<file path="src/rtl/datapath_cpu.sv">
// Execution datapath slaved to the 8-bit CPU control sequencer.
// Each cycle it decodes the sequencer phase code and performs that phase's register transfer.
module datapath_cpu #(
  parameter int ADDR_W = 8,
  parameter int OUT_W  = 4
) (
  input  logic              clk,
  input  logic              rst,
  input  logic [3:0]        state,
  input  logic              allow_up,
  input  logic [7:0]        ram_data,
  output logic [ADDR_W-1:0] ram_addr,
  output logic [3:0]        opcode,
  output logic [7:0]        acc,
  output logic              zero,
  output logic              carry,
  output logic              rom_we,
  output logic [OUT_W-1:0]  rom_addr,
  output logic [7:0]        rom_data
);

  localparam logic [3:0] ST_PC      = 4'd1;
  localparam logic [3:0] ST_RAM     = 4'd2;
  localparam logic [3:0] ST_IR      = 4'd3;
  localparam logic [3:0] ST_REG_IN  = 4'd5;
  localparam logic [3:0] ST_ALU     = 4'd6;
  localparam logic [3:0] ST_ALU_OUT = 4'd7;
  localparam logic [3:0] ST_REG_OUT = 4'd8;
  localparam logic [3:0] ST_ROM     = 4'd9;
  localparam logic [3:0] ST_JUMP    = 4'd10;

  logic [ADDR_W-1:0] pc_q, pc_d, ram_addr_q, ram_addr_d;
  logic [7:0]        mdr_q, mdr_d, ir_q, ir_d, op_a_q, op_a_d, op_b_q, op_b_d;
  logic [7:0]        acc_q, acc_d, rom_data_q, rom_data_d;
  logic [8:0]        res_q, res_d, alu_res;
  logic [3:0]        opcode_q, opcode_d;
  logic              zero_q, zero_d, carry_q, carry_d, rom_we_q, rom_we_d;
  logic [OUT_W-1:0]  rom_addr_q, rom_addr_d, out_ptr_q, out_ptr_d;

  // res[8] carries the carry/borrow; logic ops and NOP-class leave it clear
  always_comb begin
    alu_res = {1'b0, op_a_q};
    case (ir_q[7:4])
      4'h1:    alu_res = {1'b0, op_b_q};
      4'h2:    alu_res = {1'b0, op_a_q} + {1'b0, op_b_q};
      4'h3:    alu_res = {1'b0, op_a_q} - {1'b0, op_b_q};
      4'h4:    alu_res = {1'b0, op_a_q & op_b_q};
      4'h5:    alu_res = {1'b0, op_a_q | op_b_q};
      4'h6:    alu_res = {1'b0, op_a_q ^ op_b_q};
      4'h7:    alu_res = {1'b0, op_a_q} + 9'd1;
      4'h8:    alu_res = {1'b0, op_a_q} - 9'd1;
      4'h9:    alu_res = {op_a_q, 1'b0};
      4'hA:    alu_res = {op_a_q[0], 1'b0, op_a_q[7:1]};
      4'hB:    alu_res = {1'b0, ~op_a_q};
      default: alu_res = {1'b0, op_a_q};
    endcase
  end

  always_comb begin
    pc_d       = pc_q;
    ram_addr_d = ram_addr_q;
    mdr_d      = mdr_q;
    ir_d       = ir_q;
    opcode_d   = opcode_q;
    op_a_d     = op_a_q;
    op_b_d     = op_b_q;
    res_d      = res_q;
    acc_d      = acc_q;
    zero_d     = zero_q;
    carry_d    = carry_q;
    rom_addr_d = rom_addr_q;
    rom_data_d = rom_data_q;
    out_ptr_d  = out_ptr_q;
    rom_we_d   = 1'b0;
    case (state)
      ST_PC: begin
        ram_addr_d = pc_q;
        pc_d       = pc_q + ADDR_W'(1);
      end
      ST_RAM: mdr_d = ram_data;
      ST_IR: begin
        ir_d     = mdr_q;
        opcode_d = mdr_q[7:4];
      end
      ST_REG_IN: begin
        op_a_d = acc_q;
        op_b_d = {4'b0, ir_q[3:0]};
      end
      ST_ALU: res_d = alu_res;
      ST_ALU_OUT: begin
        zero_d  = (res_q[7:0] == 8'h00);
        carry_d = res_q[8];
      end
      ST_REG_OUT: begin
        if (allow_up) begin
          acc_d      = res_q[7:0];
          rom_data_d = res_q[7:0];
          rom_addr_d = out_ptr_q;
          rom_we_d   = 1'b1;
        end
      end
      ST_ROM: begin
        if (rom_we_q) out_ptr_d = out_ptr_q + OUT_W'(1);
      end
      // jump pre-loads the fetch address, so the sequencer skips the PC phase
      ST_JUMP: begin
        ram_addr_d = ADDR_W'(ir_q[3:0]);
        pc_d       = ADDR_W'(ir_q[3:0]) + ADDR_W'(1);
      end
      default: ;
    endcase
  end

  always_ff @(posedge clk) begin
    if (rst) begin
      pc_q       <= '0;
      ram_addr_q <= '0;
      mdr_q      <= '0;
      ir_q       <= '0;
      opcode_q   <= '0;
      op_a_q     <= '0;
      op_b_q     <= '0;
      res_q      <= '0;
      acc_q      <= '0;
      zero_q     <= 1'b0;
      carry_q    <= 1'b0;
      rom_we_q   <= 1'b0;
      rom_addr_q <= '0;
      rom_data_q <= '0;
      out_ptr_q  <= '0;
    end else begin
      pc_q       <= pc_d;
      ram_addr_q <= ram_addr_d;
      mdr_q      <= mdr_d;
      ir_q       <= ir_d;
      opcode_q   <= opcode_d;
      op_a_q     <= op_a_d;
      op_b_q     <= op_b_d;
      res_q      <= res_d;
      acc_q      <= acc_d;
      zero_q     <= zero_d;
      carry_q    <= carry_d;
      rom_we_q   <= rom_we_d;
      rom_addr_q <= rom_addr_d;
      rom_data_q <= rom_data_d;
      out_ptr_q  <= out_ptr_d;
    end
  end

  assign ram_addr = ram_addr_q;
  assign opcode   = opcode_q;
  assign acc      = acc_q;
  assign zero     = zero_q;
  assign carry    = carry_q;
  assign rom_we   = rom_we_q;
  assign rom_addr = rom_addr_q;
  assign rom_data = rom_data_q;

endmodule

</file>
<file path="config.mk">
export PLATFORM = sky130hd
export DESIGN_NAME = datapath_cpu
export DESIGN_NICKNAME = d
export VERILOG_FILES = /design/src/rtl/datapath_cpu.sv
export SDC_FILE = /design/constraint.sdc
export NUM_CORES = 1
export LEC_CHECK = 0
export CORE_ASPECT_RATIO = 0.6
export CORE_MARGIN = 4
export CORE_UTILIZATION = 40
export CTS_CLUSTER_DIAMETER = 120
export DETAILED_ROUTE_END_ITERATION = 10
export PLACE_DENSITY = 0.59
export SYNTH_ARGS = -nofsm -noshare
export SYNTH_HDL_FRONTEND = slang
export SYNTH_SLANG_ARGS = --single-unit
</file>
<file path="constraint.sdc">
create_clock -name clk -period 3.9 [get_ports clk]
set_clock_uncertainty 0.15 [all_clocks]
set_input_delay 0.975 -clock clk [delete_from_list [all_inputs] [get_ports clk]]
set_output_delay 0.975 -clock clk [all_outputs]
set_load 0.01 [all_outputs]
</file>
==> impl_metrics.csv <==
group,metric,value,unit
logic_synthesis,synthFlopType,"dfxtp_1",
cells_and_area,seqCellArea,1440,sq um
floorplanning,coreArea,10100,sq um
sta,worst_pin_slew,0.947,ns
routing,drt-initial-drc-count,307,
setup_path,crit_fanout,24,
cts,path_clk_slew,0.06,ns
setup_path,crit_path_end_kind,"register",
setup_path,reg2reg_from,"ir_q[7]$_SDFFE_PP0N_",
routing,firstDrtPassIters,6,
logic_synthesis,ys_ff_latch,72,
logic_synthesis,ys.warnings.count,0,
hold_path,min_path_type,"register to register",
logic_synthesis,synth.area.top_cells,"dfxtp_1 (34%), nand2_1 (7.4%), mux2i_1 (5.7%)",
logic_synthesis,netlist_instances,529,
cts,post_cts_resized,0,
placement,pre_cts_ws,0.587,ns
floorplanning,die_h,87.4,microns
routing,drt_wl_total,11500,microns
setup_path,crit_type,"register to register",
grt,grt_overflow,0,
grt,grt_pass1_vias,3578,
logic_synthesis,yosys.area.top_type,"dfxtp_1",
logic_synthesis,synth_enable_flop_cells,0,
placement,portBuffers,49,
logic_synthesis,synth_top_area_share,34.3,%
placement,dp_hpwl,8640,microns
outcome,status,"complete, no violations",
cells_and_area,final_util,49.9,%
routing,drc,0,
logic_synthesis,yosys.cell_types.count,65,
logic_synthesis,syn_area,4200,sq um
logic_synthesis,syn-num-nets,564,
grt,track_usage,19.1,%
floorplanning,initial_core_util,41.8,%
logic_synthesis,ys_seq_area_share,34.3,%
sta,setup_viol,0,
power,p_leak,0.00173,uW
cells_and_area,area_growth,19.4,%
setup_path,slowest_delay,0.43,ns
routing,drtAntennaViolNets,0,
sta,fin_tns_setup,0,ns
power,powerDensity,322,nW/um^2
logic_synthesis,synth_common_cells,"nand2_1 (83), dfxtp_1 (72), nor2_1 (63)",
cells_and_area,diodes,0,
sta,rsz0062_at_grt,"false",
setup_path,critPathArrivalTime,3.43,ns
grt,grt_max_degree,26,
sta,timing.final.crit_share,85.5,%
grt,grt_pass1_wl,18900,microns
cells_and_area,multi_input_area,2480,sq um
hold_path,hold_start,"mdr_q[6]$_SDFFE_PP0N_",
cts,cts_hold_buf,0,
sta,period_needed,3.34,ns
logic_synthesis,yosysMostFrequentCell,"nand2_1",
setup_path,critPathLaunch,"ir_q[7]$_SDFFE_PP0N_",
cts,root_buffer,"clkbuf_16",
power,ir_drop,0.237,mV
sta,maxSlewViolCount,0,
sta,hold_viol_final,0,
cts,cts_tree,"built",
setup_path,critPathLaunchType,"register",
power,power,1610,uW
cts,numCtsBuffers,9,
grt,antenna_found_initial,0,
cts,clock-sinks,72,
floorplanning,die_x,140,microns
cts,cts_buffer_depth,2,
cells_and_area,n_fill_cell,943,
cells_and_area,drive_gt1_share,6.75,%
cts,h-tree-depth,3,
routing,post_drt_via_cell_ratio,5.62,
logic_synthesis,syn_area_per_cell,7.94,sq um
sta,slew_headroom,36.8,%
cts,cts_setup_buffers,0,
floorplanning,rows,28,
logic_synthesis,async_flop_share,0,%
floorplanning,io_pins,50,
flow_run,max_cap_viol_count,0,
sta,finalWorstSetupSlack,0.564,ns
setup_path,cpMostUsedCell,"nor2_1",
sta,timing.hold.ws,0.303,ns
cells_and_area,final_nets,593,
cts,clk_latency,0.33,ns
setup_path,slowest_stage,"fa_1",
placement,routabilityCongestion,0.929,
setup_path,cp_data_required_time,3.99,ns
floorplanning,die_area,12300,sq um
routing,vias,3925,
setup_path,cp_cell_sequence,"buf_4 > nor2_1 > a221o_1 > ha_1 > fa_1 > nand2b_1 > a211oi_1 > nor2_1 > nand4b_1 > a31o_1 > a221oi_2",
routing,wl_per_cell,16.4,microns
sta,fmax,300,MHz
==> sequential cells by signal, indices dropped and copies added, names as in the netlist, 4 cells and up <==
register   count
res_q          9
ir_q           8
mdr_q          8
op_a_q         8
pc_q           8
ram_addr       8
rom_data       8
op_b_q         4
out_ptr_q      4
rom_addr       4
==> critical path: cells and delay by family (launching register included) <==
family,cells,cell delay [ns]
compound gates,4,1.12
fa+ha+maj,2,0.65
simple gates,4,0.64
flops,1,0.39
buf+inv,1,0.31
==> layout by cell type (no fill, tap or decap), types with 3 or more instances in the layout <==
cell type and count:
nor2_1 63, nand3_1 6, mux2i_1 24, o21a_1 3, xor2_1 9, o21ai_0 16, a22oi_1 6, nor4_1 6
a211oi_1 13, a221oi_1 3, nand4_1 4, nor2b_1 10, o221ai_1 3, ha_1 19, clkbuf_16 9, nand2b_1 8
or4_1 3, inv_1 13, o2bb2ai_1 3, o31ai_1 3, buf_4 13, nand2_1 83, o211ai_1 6, o22ai_1 5
a21oi_1 44, dfxtp_1 72, xnor2_1 4, nor3_1 9, clkdlybuf4s50_1 48, and3_1 6
==> worst paths after layout <==
kind                                         endpoint  slack [ns]  cells past startpoint
worst max register to register  res_q[8]$_SDFFE_PP0N_        0.56                     11
worst min register to register   ir_q[6]$_SDFFE_PP0N_        0.30                      2
worst min-delay path             ir_q[6]$_SDFFE_PP0N_        0.30                      2
worst max-delay path            res_q[8]$_SDFFE_PP0N_        0.56                     11
==> power breakdown <==
| part | leakage, uW | switching, uW | internal, uW | total [uW] |
|---|---|---|---|---|
| Clock | 0.000143 | 301 | 495 | 796 |
| Combinational | 0.00101 | 41.3 | 29.8 | 71.2 |
| Sequential | 0.000581 | 4.95 | 742 | 746 |
| Total | 0.00173 | 347 | 1270 | 1610 |
==> stage by stage <==
step	area, sq um	std cells
finish	5020	698
global route	5020	698
CTS	5020	698
detailed placement	4730	682
global placement	4730	682
floorplan	4200	529
==> logic make-up (layout without fill, tap and decap cells) <==
kind of cell    Yosys count  count (layout)  share of synthesized area (%)
simple gates            214             214                           23.5
fa+ha+maj                21              21                           6.40
buf+inv                  57              91                           6.70
mux                      24              24                           5.72
compound gates          127             127                           20.1
flops                    72              72                           34.3
xor+xnor                 14              14                           3.25
==> area by class of cell <==
cell class	count	share of cell area, %
Sequential cell	72	28.7
Tap cell	135	3.37
Timing Repair Buffer	62	11.6
Clock inverter	5	1.15
Inverter	13	0.973
Clock buffer	11	4.64
Multi-Input combinational cell	400	49.5
==> metal layers <==
| layer | global-route usage (%) | vias to the layer above | share of wire, % | wire length [microns] |
|---|---|---|---|---|
| met5 | 0 | - | 0 | 0 |
| met4 | 5.45 | 0 | 1.2 | 134 |
| met3 | 4.94 | 14 | 7.6 | 876 |
| met2 | 26.2 | 150 | 38 | 4420 |
| met1 | 29.1 | 1836 | 53 | 6050 |
| li1 | - | 1925 | - | - |
(Power assumes the default switching activity.)
